<file path="src/rtl/acc_cpu_sc_if.sv">
// Program-load, start handshake and architectural status of the acc_cpu_sc core.
// The host drives the master side; the CPU core implements the slave side.
interface acc_cpu_sc_if #(
    parameter int DATA_W = 8,
    parameter int ADDR_W = 5,
    parameter int CNT_W  = 16
);
    logic              start;
    logic              prog_we;
    logic [ADDR_W-1:0] prog_addr;
    logic [DATA_W-1:0] prog_data;
    logic              halt;
    logic              busy;
    logic [3:0]        state;
    logic [ADDR_W-1:0] pc;
    logic [DATA_W-1:0] acc;
    logic              carry;
    logic [CNT_W-1:0]  instr_count;

    modport master (
        output start, prog_we, prog_addr, prog_data,
        input  halt, busy, state, pc, acc, carry, instr_count
    );

    modport slave (
        input  start, prog_we, prog_addr, prog_data,
        output halt, busy, state, pc, acc, carry, instr_count
    );
endinterface

</file>
<file path="src/rtl/acc_cpu_sc.sv">
// Single-clock accumulator CPU: 8-phase sequencer, synchronous-read RAM,
// program-load port, carry flag and saturating retired-instruction counter.
module acc_cpu_sc #(
    parameter int DATA_W = 8,
    parameter int ADDR_W = 5,
    parameter int CNT_W  = 16
) (
    input logic         clk,
    input logic         rst,
    acc_cpu_sc_if.slave bus
);
    typedef enum logic [3:0] {
        S_INST_ADDR  = 4'd0,
        S_INST_FETCH = 4'd1,
        S_INST_LOAD  = 4'd2,
        S_IDLE       = 4'd3,
        S_OP_ADDR    = 4'd4,
        S_OP_FETCH   = 4'd5,
        S_ALU_OP     = 4'd6,
        S_STORE      = 4'd7,
        S_STOPPED    = 4'd8
    } state_e;

    typedef enum logic [2:0] {
        OP_HLT = 3'd0, OP_SKZ = 3'd1, OP_ADD = 3'd2, OP_AND = 3'd3,
        OP_XOR = 3'd4, OP_LDA = 3'd5, OP_STO = 3'd6, OP_JMP = 3'd7
    } opcode_e;

    localparam int DEPTH = 2 ** ADDR_W;

    state_e            state_q, state_d;
    logic [ADDR_W-1:0] pc_q, pc_d;
    logic [DATA_W-1:0] acc_q, acc_d;
    opcode_e           op_q, op_d;
    logic [ADDR_W-1:0] opnd_q, opnd_d;
    logic              carry_q, carry_d;
    logic              halt_q, halt_d;
    logic [CNT_W-1:0]  cnt_q, cnt_d;
    logic [ADDR_W-1:0] addr_q, addr_d;
    logic [DATA_W-1:0] rdata_q, rdata_d;

    logic [DATA_W-1:0] mem_q [DEPTH];
    logic              mem_we;
    logic [ADDR_W-1:0] mem_waddr;
    logic [DATA_W-1:0] mem_wdata;

    logic [DATA_W:0]   sum;
    logic [CNT_W-1:0]  cnt_inc;

    always_comb begin
        // NOTE: every output of this block gets a default first so no path leaves a latch.
        state_d   = state_q;
        pc_d      = pc_q;
        acc_d     = acc_q;
        op_d      = op_q;
        opnd_d    = opnd_q;
        carry_d   = carry_q;
        halt_d    = halt_q;
        cnt_d     = cnt_q;
        addr_d    = addr_q;
        rdata_d   = mem_q[addr_q];
        mem_we    = 1'b0;
        mem_waddr = opnd_q;
        mem_wdata = acc_q;
        sum       = {1'b0, acc_q} + {1'b0, rdata_q};
        cnt_inc   = (&cnt_q) ? cnt_q : cnt_q + CNT_W'(1);

        unique case (state_q)
            S_STOPPED: begin
                if (bus.prog_we) begin
                    mem_we    = 1'b1;
                    mem_waddr = bus.prog_addr;
                    mem_wdata = bus.prog_data;
                end
                if (bus.start) begin
                    state_d = S_INST_ADDR;
                    halt_d  = 1'b0;
                end
            end
            S_INST_ADDR: begin
                addr_d  = pc_q;
                state_d = S_INST_FETCH;
            end
            S_INST_FETCH: state_d = S_INST_LOAD;
            S_INST_LOAD: begin
                op_d    = opcode_e'(rdata_q[DATA_W-1 -: 3]);
                opnd_d  = rdata_q[ADDR_W-1:0];
                state_d = S_IDLE;
            end
            S_IDLE: begin
                pc_d    = pc_q + ADDR_W'(1);
                state_d = S_OP_ADDR;
            end
            S_OP_ADDR: begin
                if (op_q == OP_HLT) begin
                    halt_d  = 1'b1;
                    cnt_d   = cnt_inc;
                    state_d = S_STOPPED;
                end else begin
                    addr_d  = opnd_q;
                    state_d = S_OP_FETCH;
                end
            end
            S_OP_FETCH: state_d = S_ALU_OP;
            S_ALU_OP: begin
                unique case (op_q)
                    OP_ADD:  {carry_d, acc_d} = sum;
                    OP_AND:  acc_d = acc_q & rdata_q;
                    OP_XOR:  acc_d = acc_q ^ rdata_q;
                    OP_LDA:  acc_d = rdata_q;
                    OP_SKZ:  if (acc_q == '0) pc_d = pc_q + ADDR_W'(1);
                    OP_JMP:  pc_d = opnd_q;
                    default: ;
                endcase
                state_d = S_STORE;
            end
            S_STORE: begin
                mem_we  = (op_q == OP_STO);
                cnt_d   = cnt_inc;
                state_d = S_INST_ADDR;
            end
            default: state_d = S_STOPPED;
        endcase
    end

    always_ff @(posedge clk) begin
        if (rst) begin
            state_q <= S_STOPPED;
            pc_q    <= '0;
            acc_q   <= '0;
            op_q    <= OP_HLT;
            opnd_q  <= '0;
            carry_q <= 1'b0;
            halt_q  <= 1'b0;
            cnt_q   <= '0;
            addr_q  <= '0;
            rdata_q <= '0;
        end else begin
            state_q <= state_d;
            pc_q    <= pc_d;
            acc_q   <= acc_d;
            op_q    <= op_d;
            opnd_q  <= opnd_d;
            carry_q <= carry_d;
            halt_q  <= halt_d;
            cnt_q   <= cnt_d;
            addr_q  <= addr_d;
            rdata_q <= rdata_d;
        end
    end

    // NOTE: the RAM has no reset so it maps to a plain memory macro; rst only blocks writes.
    always_ff @(posedge clk) begin
        if (mem_we && !rst) mem_q[mem_waddr] <= mem_wdata;
    end

    assign bus.halt        = halt_q;
    assign bus.busy        = (state_q != S_STOPPED);
    assign bus.state       = state_q;
    assign bus.pc          = pc_q;
    assign bus.acc         = acc_q;
    assign bus.carry       = carry_q;
    assign bus.instr_count = cnt_q;
endmodule
</file>
<file path="src/flat_wrapper.sv">
// flat-port wrapper written by rule: the top's interface ports become plain ports
module acc_cpu_sc_flat 
#(
    parameter int DATA_W = 8,
    parameter int ADDR_W = 5,
    parameter int CNT_W  = 16
)
  (clk, rst, bus_start, bus_prog_we, bus_prog_addr, bus_prog_data, bus_halt, bus_busy, bus_state, bus_pc, bus_acc, bus_carry, bus_instr_count);
  acc_cpu_sc_if #(.DATA_W(DATA_W), .ADDR_W(ADDR_W), .CNT_W(CNT_W)) bus_i ();
  input logic clk;
  input logic rst;
  input wire logic [$bits(bus_i.start)-1:0] bus_start;
  input wire logic [$bits(bus_i.prog_we)-1:0] bus_prog_we;
  input wire logic [$bits(bus_i.prog_addr)-1:0] bus_prog_addr;
  input wire logic [$bits(bus_i.prog_data)-1:0] bus_prog_data;
  output wire logic [$bits(bus_i.halt)-1:0] bus_halt;
  output wire logic [$bits(bus_i.busy)-1:0] bus_busy;
  output wire logic [$bits(bus_i.state)-1:0] bus_state;
  output wire logic [$bits(bus_i.pc)-1:0] bus_pc;
  output wire logic [$bits(bus_i.acc)-1:0] bus_acc;
  output wire logic [$bits(bus_i.carry)-1:0] bus_carry;
  output wire logic [$bits(bus_i.instr_count)-1:0] bus_instr_count;
  assign bus_i.start = bus_start;
  assign bus_i.prog_we = bus_prog_we;
  assign bus_i.prog_addr = bus_prog_addr;
  assign bus_i.prog_data = bus_prog_data;
  assign bus_halt = bus_i.halt;
  assign bus_busy = bus_i.busy;
  assign bus_state = bus_i.state;
  assign bus_pc = bus_i.pc;
  assign bus_acc = bus_i.acc;
  assign bus_carry = bus_i.carry;
  assign bus_instr_count = bus_i.instr_count;
  acc_cpu_sc #(.DATA_W(DATA_W), .ADDR_W(ADDR_W), .CNT_W(CNT_W)) u_core (.clk(clk), .rst(rst), .bus(bus_i));
endmodule
</file>
<file path="config.mk">
export PLATFORM = sky130hd
export DESIGN_NAME = acc_cpu_sc_flat
export DESIGN_NICKNAME = d
export VERILOG_FILES = /design/src/rtl/acc_cpu_sc_if.sv /design/src/rtl/acc_cpu_sc.sv /design/src/flat_wrapper.sv
export SDC_FILE = /design/constraint.sdc
export NUM_CORES = 1
export LEC_CHECK = 0
export CAP_MARGIN = 20
export CORE_MARGIN = 4
export CORE_UTILIZATION = 50
export CTS_CLUSTER_DIAMETER = 200
export DETAILED_ROUTE_END_ITERATION = 6
export HOLD_SLACK_MARGIN = 0.03
export PLACE_DENSITY_LB_ADDON = 0.05
export SLEW_MARGIN = 20
export SYNTH_ARGS = -nofsm -noshare
export SYNTH_HDL_FRONTEND = slang
export SYNTH_SLANG_ARGS = --single-unit
</file>
<file path="constraint.sdc">
create_clock -name clk -period 2.35 [get_ports clk]
set_input_delay 0.47 -clock clk [delete_from_list [all_inputs] [get_ports clk]]
set_output_delay 0.47 -clock clk [all_outputs]
set_load 0.05 [all_outputs]
</file>
==> impl_metrics.yaml <==
global_routing:
  grt_usage_pct: 21.46
  grt_pass1_vias: 7782
  grt_pass1_wl_um: 47500
  grt_max_degree: 58
  grt_overflow: 0
  antenna_found_initial: 0
power:
  leakage_nw: 5.260
  ir_drop_mv: 0.5785
  pwr_density_cell_nw_per_um2: 780.3
  finalPower_mw: 12.59
setup_path:
  critical_path_depth: 2
  required_ns: 1.88
  rr_worst_depth: 7
  r2r_setup_slack_ns: 0.08
  critPathCaptureType: "primary output"
  start_kind: "flip-flop"
  worstPathArrival_ns: 1.82
  path_class: "flip-flop to primary output"
  critical-path-slowest-cell: "clkdlybuf4s50_1"
  timing.rr.start: "u_core.bus.acc[0]$_SDFFE_PP0P_"
  critPathMaxFanout: 4
  slowest_delay_ns: 0.80
  critPathBufInv: 2
  cp_top_family: "buffers and inverters"
  crit_chain: "buf_4 -> clkdlybuf4s50_1"
  reg2reg_to: "u_core.bus.carry$_SDFFE_PP0P_"
timing:
  worst_slack_ns: 0.06000
  slew_violations: 0
  fin_skew_ns: 0.01962
  clock.fmax_ghz: 0.4367
  hold_viol_final: 0
  worstMarginPinSlew_ns: 0.7375
  period_share_pct: 97.45
  maxSlewHeadroom_pct: 50.60
  rsz0062_at_grt: "false"
  period_minus_slack_ns: 2.290
  setup_violations: 0
clock_tree:
  cts_tree: "built"
  htreeDepth: 2
  hold_buffers: 0
  clk_pin_slew_worst_paths_ns: 0.06
  clock-sinks: 312
  cts-root-buf: "clkbuf_16"
  clockBufferDepth: 3
  clk_latency_ns: 0.51
  cts_made_buffers: 34
die:
  io_pins: 53
  placementRows: 59
  core_um2: 26130
  die_w_um: 171.3
  fp.dieArea_um2: 29350
  initial_core_util_pct: 51.03
  die_h_um: 171.3
logic_synthesis:
  synth_cells: 835
  synthSimpleGateAreaFrac_pct: 9.007
  synth-seq-area-share_pct: 66.05
  synth_xor_area_share_pct: 0.8538
  syn-num-nets: 863
  synth_compound_area_share_pct: 5.808
  synthArstFlopShare_pct: 0
  yosysUniqueCellTypes: 61
  synthesis.area_um2: 13340
  synth_top_family_by_area: "multiplexers"
  ys_seq_elements: 312
  yosys_warnings: 0
  synthFlopType: "edfxtp_1"
  muxShareOfSynthArea_pct: 14.64
  syn_avg_cell_area_um2: 15.97
  synth-edff-count: 256
  synthAdderAreaFrac_pct: 1.088
final_layout:
  final_nets: 980
  layout_common_cells: "edfxtp_1, mux4_2, buf_4, nor2_1, dfxtp_1"
  antenna_cells: 0
  final_common_cell: "edfxtp_1"
  drive_above_1_share_pct: 27.23
  area_growth_pct: 21.01
  stdcell_count: 1312
hold_path:
  min_to: "u_core.addr_q[3]$_SDFFE_PP0P_"
  hold_path.class: "input port to flip-flop"
  whs_path_depth: 2
  worstHoldStart: "rst"
route:
  dr.pass1.iters: 7
  wire_per_inst_um: 23.75
  wirelength_um: 31160
  drcViolationCount: 0
  via_per_inst: 6.046
  vias: 7933
  drt_iter0_markers: 722
  ant_nets: 0
placed_design:
  dp_cells: 1247
  place.gp.congestion: 0.8299
  portBuffers: 52
  dp_hpwl_um: 20620
  dp_slack_ns: -0.2630
job:
  max-cap-violations: 0
outcome:
  outcome: "complete, no violations"
==> worst reg2reg max path, stage by stage, from the launching register on <==
cell and delay, ns:
dfxtp_2 0.32, ha_1 0.25, fa_1 0.47, a211oi_2 0.25
o21bai_1 0.13, a21o_1 0.23, a2111oi_0 0.41, nor2_1 0.09
==> where the power goes <==
| part | leakage [nW] | internal, mW | switching [mW] |
|---|---|---|---|
| combinational | 1.89 | 0.476 | 0.580 |
| clock | 0.559 | 3.35 | 2.08 |
| sequential | 2.81 | 6.05 | 0.0575 |
==> synthesized netlist by cell type (all sizes together), types with 2 or more instances <==
library cell,number,area share (%)
a2111oi,10,0.66
a211oi,22,1.2
a21o,7,0.39
a21oi,28,1.1
a221oi,5,0.33
a311oi,2,0.13
a31oi,5,0.23
a41oi,3,0.20
and2,5,0.23
and3,4,0.19
and4,6,0.39
and4b,2,0.15
buf,36,1.8
clkbuf,15,0.45
dfxtp,56,8.4
edfxtp,256,58
ha,10,0.94
inv,12,0.34
mux2,12,1.0
mux2i,18,1.4
mux4,72,12
nand2,41,1.2
nand2b,4,0.19
nand3,10,0.38
nand3b,5,0.28
nand4,13,0.61
nor2,69,2.1
nor2b,21,0.99
nor3,7,0.30
nor4,4,0.19
nor4b,8,0.68
nor4bb,3,0.23
o211ai,2,0.11
o21ai,12,0.45
o21bai,2,0.11
o22ai,10,0.47
o31ai,4,0.23
or2,3,0.14
or3,7,0.33
or4,3,0.17
xnor2,6,0.39
xor2,7,0.46
==> stage by stage <==
step                hold WS [ns]  instance area, um^2  TNS, ns  utilization (%)
floorplan                 0.4452                13510  -0.1478                -
global placement          0.4376                14900   -37.53            57.03
detailed placement        0.4502                14900   -43.30            57.03
CTS                       0.2833                16060        0            61.45
global route              0.3059                16140        0            61.75
finish                    0.3019                16140        0            61.75
==> worst max-delay path by stage <==
stage | slack [ns] | startpoint | to
4_1_cts | 0.02 | u_core.addr_q[0]$_SDFFE_PP0P_ | u_core.rdata_q[3]$_SDFF_PP0_
3_3_place_gp | -0.23 | bus_prog_we | u_core.mem_q[12][5]$_DFFE_PP_
2_1_floorplan | -0.02 | u_core.bus.state[1]$_SDFFE_PP0P_ | u_core.mem_q[31][0]$_DFFE_PP_
5_1_grt | 0.005 | u_core.bus.instr_count[6]$_SDFFE_PP0P_ | bus_instr_count[6]
3_5_place_dp | -0.26 | bus_prog_we | u_core.mem_q[4][3]$_DFFE_PP_
6_report | 0.06 | u_core.bus.state[0]$_SDFFE_PP0P_ | bus_state[0]
==> state kept, by name, indices dropped and copies added (netlist names), 3 cells and up <==
signal                  count
u_core.op_q                 3
u_core.addr_q               5
u_core.bus.instr_count     16
u_core.mem_q              256
u_core.bus.acc              8
u_core.bus.state            4
u_core.opnd_q               5
u_core.bus.pc               5
u_core.rdata_q              8
==> layout make-up <==
class,count,area [um^2]
clock buffer,45,933.4
sequential,312,8825
clock inverter,16,211.5
multi-input combinational,460,4395
tap,335,419.2
inverter,12,45.04
timing repair buffer,132,1308
fill,1886,9996
==> cells by family (layout without fill, tap and decap cells) <==
logic type / count (synthesis) / count (layout)
buffers and inverters: 63 / 205
adder cells (fa/ha/maj): 11 / 11
flip-flops: 312 / 312
XOR/XNOR: 13 / 13
AO/OA/AOI/OAI: 115 / 115
multiplexers: 102 / 102
AND/OR/NAND/NOR: 219 / 219
==> metal layers <==
metal  global-route usage, %  part of all wire [%]
met5                       0                     0
met4                   5.787                   2.5
met3                   3.057                   6.1
met2                   34.22                    46
met1                   31.51                    45
==> what timing repair did <==
action                     4_1_cts  5_1_grt
setup endpoints to repair       48       89
gates resized for setup          2       14
pin swaps                        1        1
setup buffers                    1        3
Power figures use the tool's default switching activity.
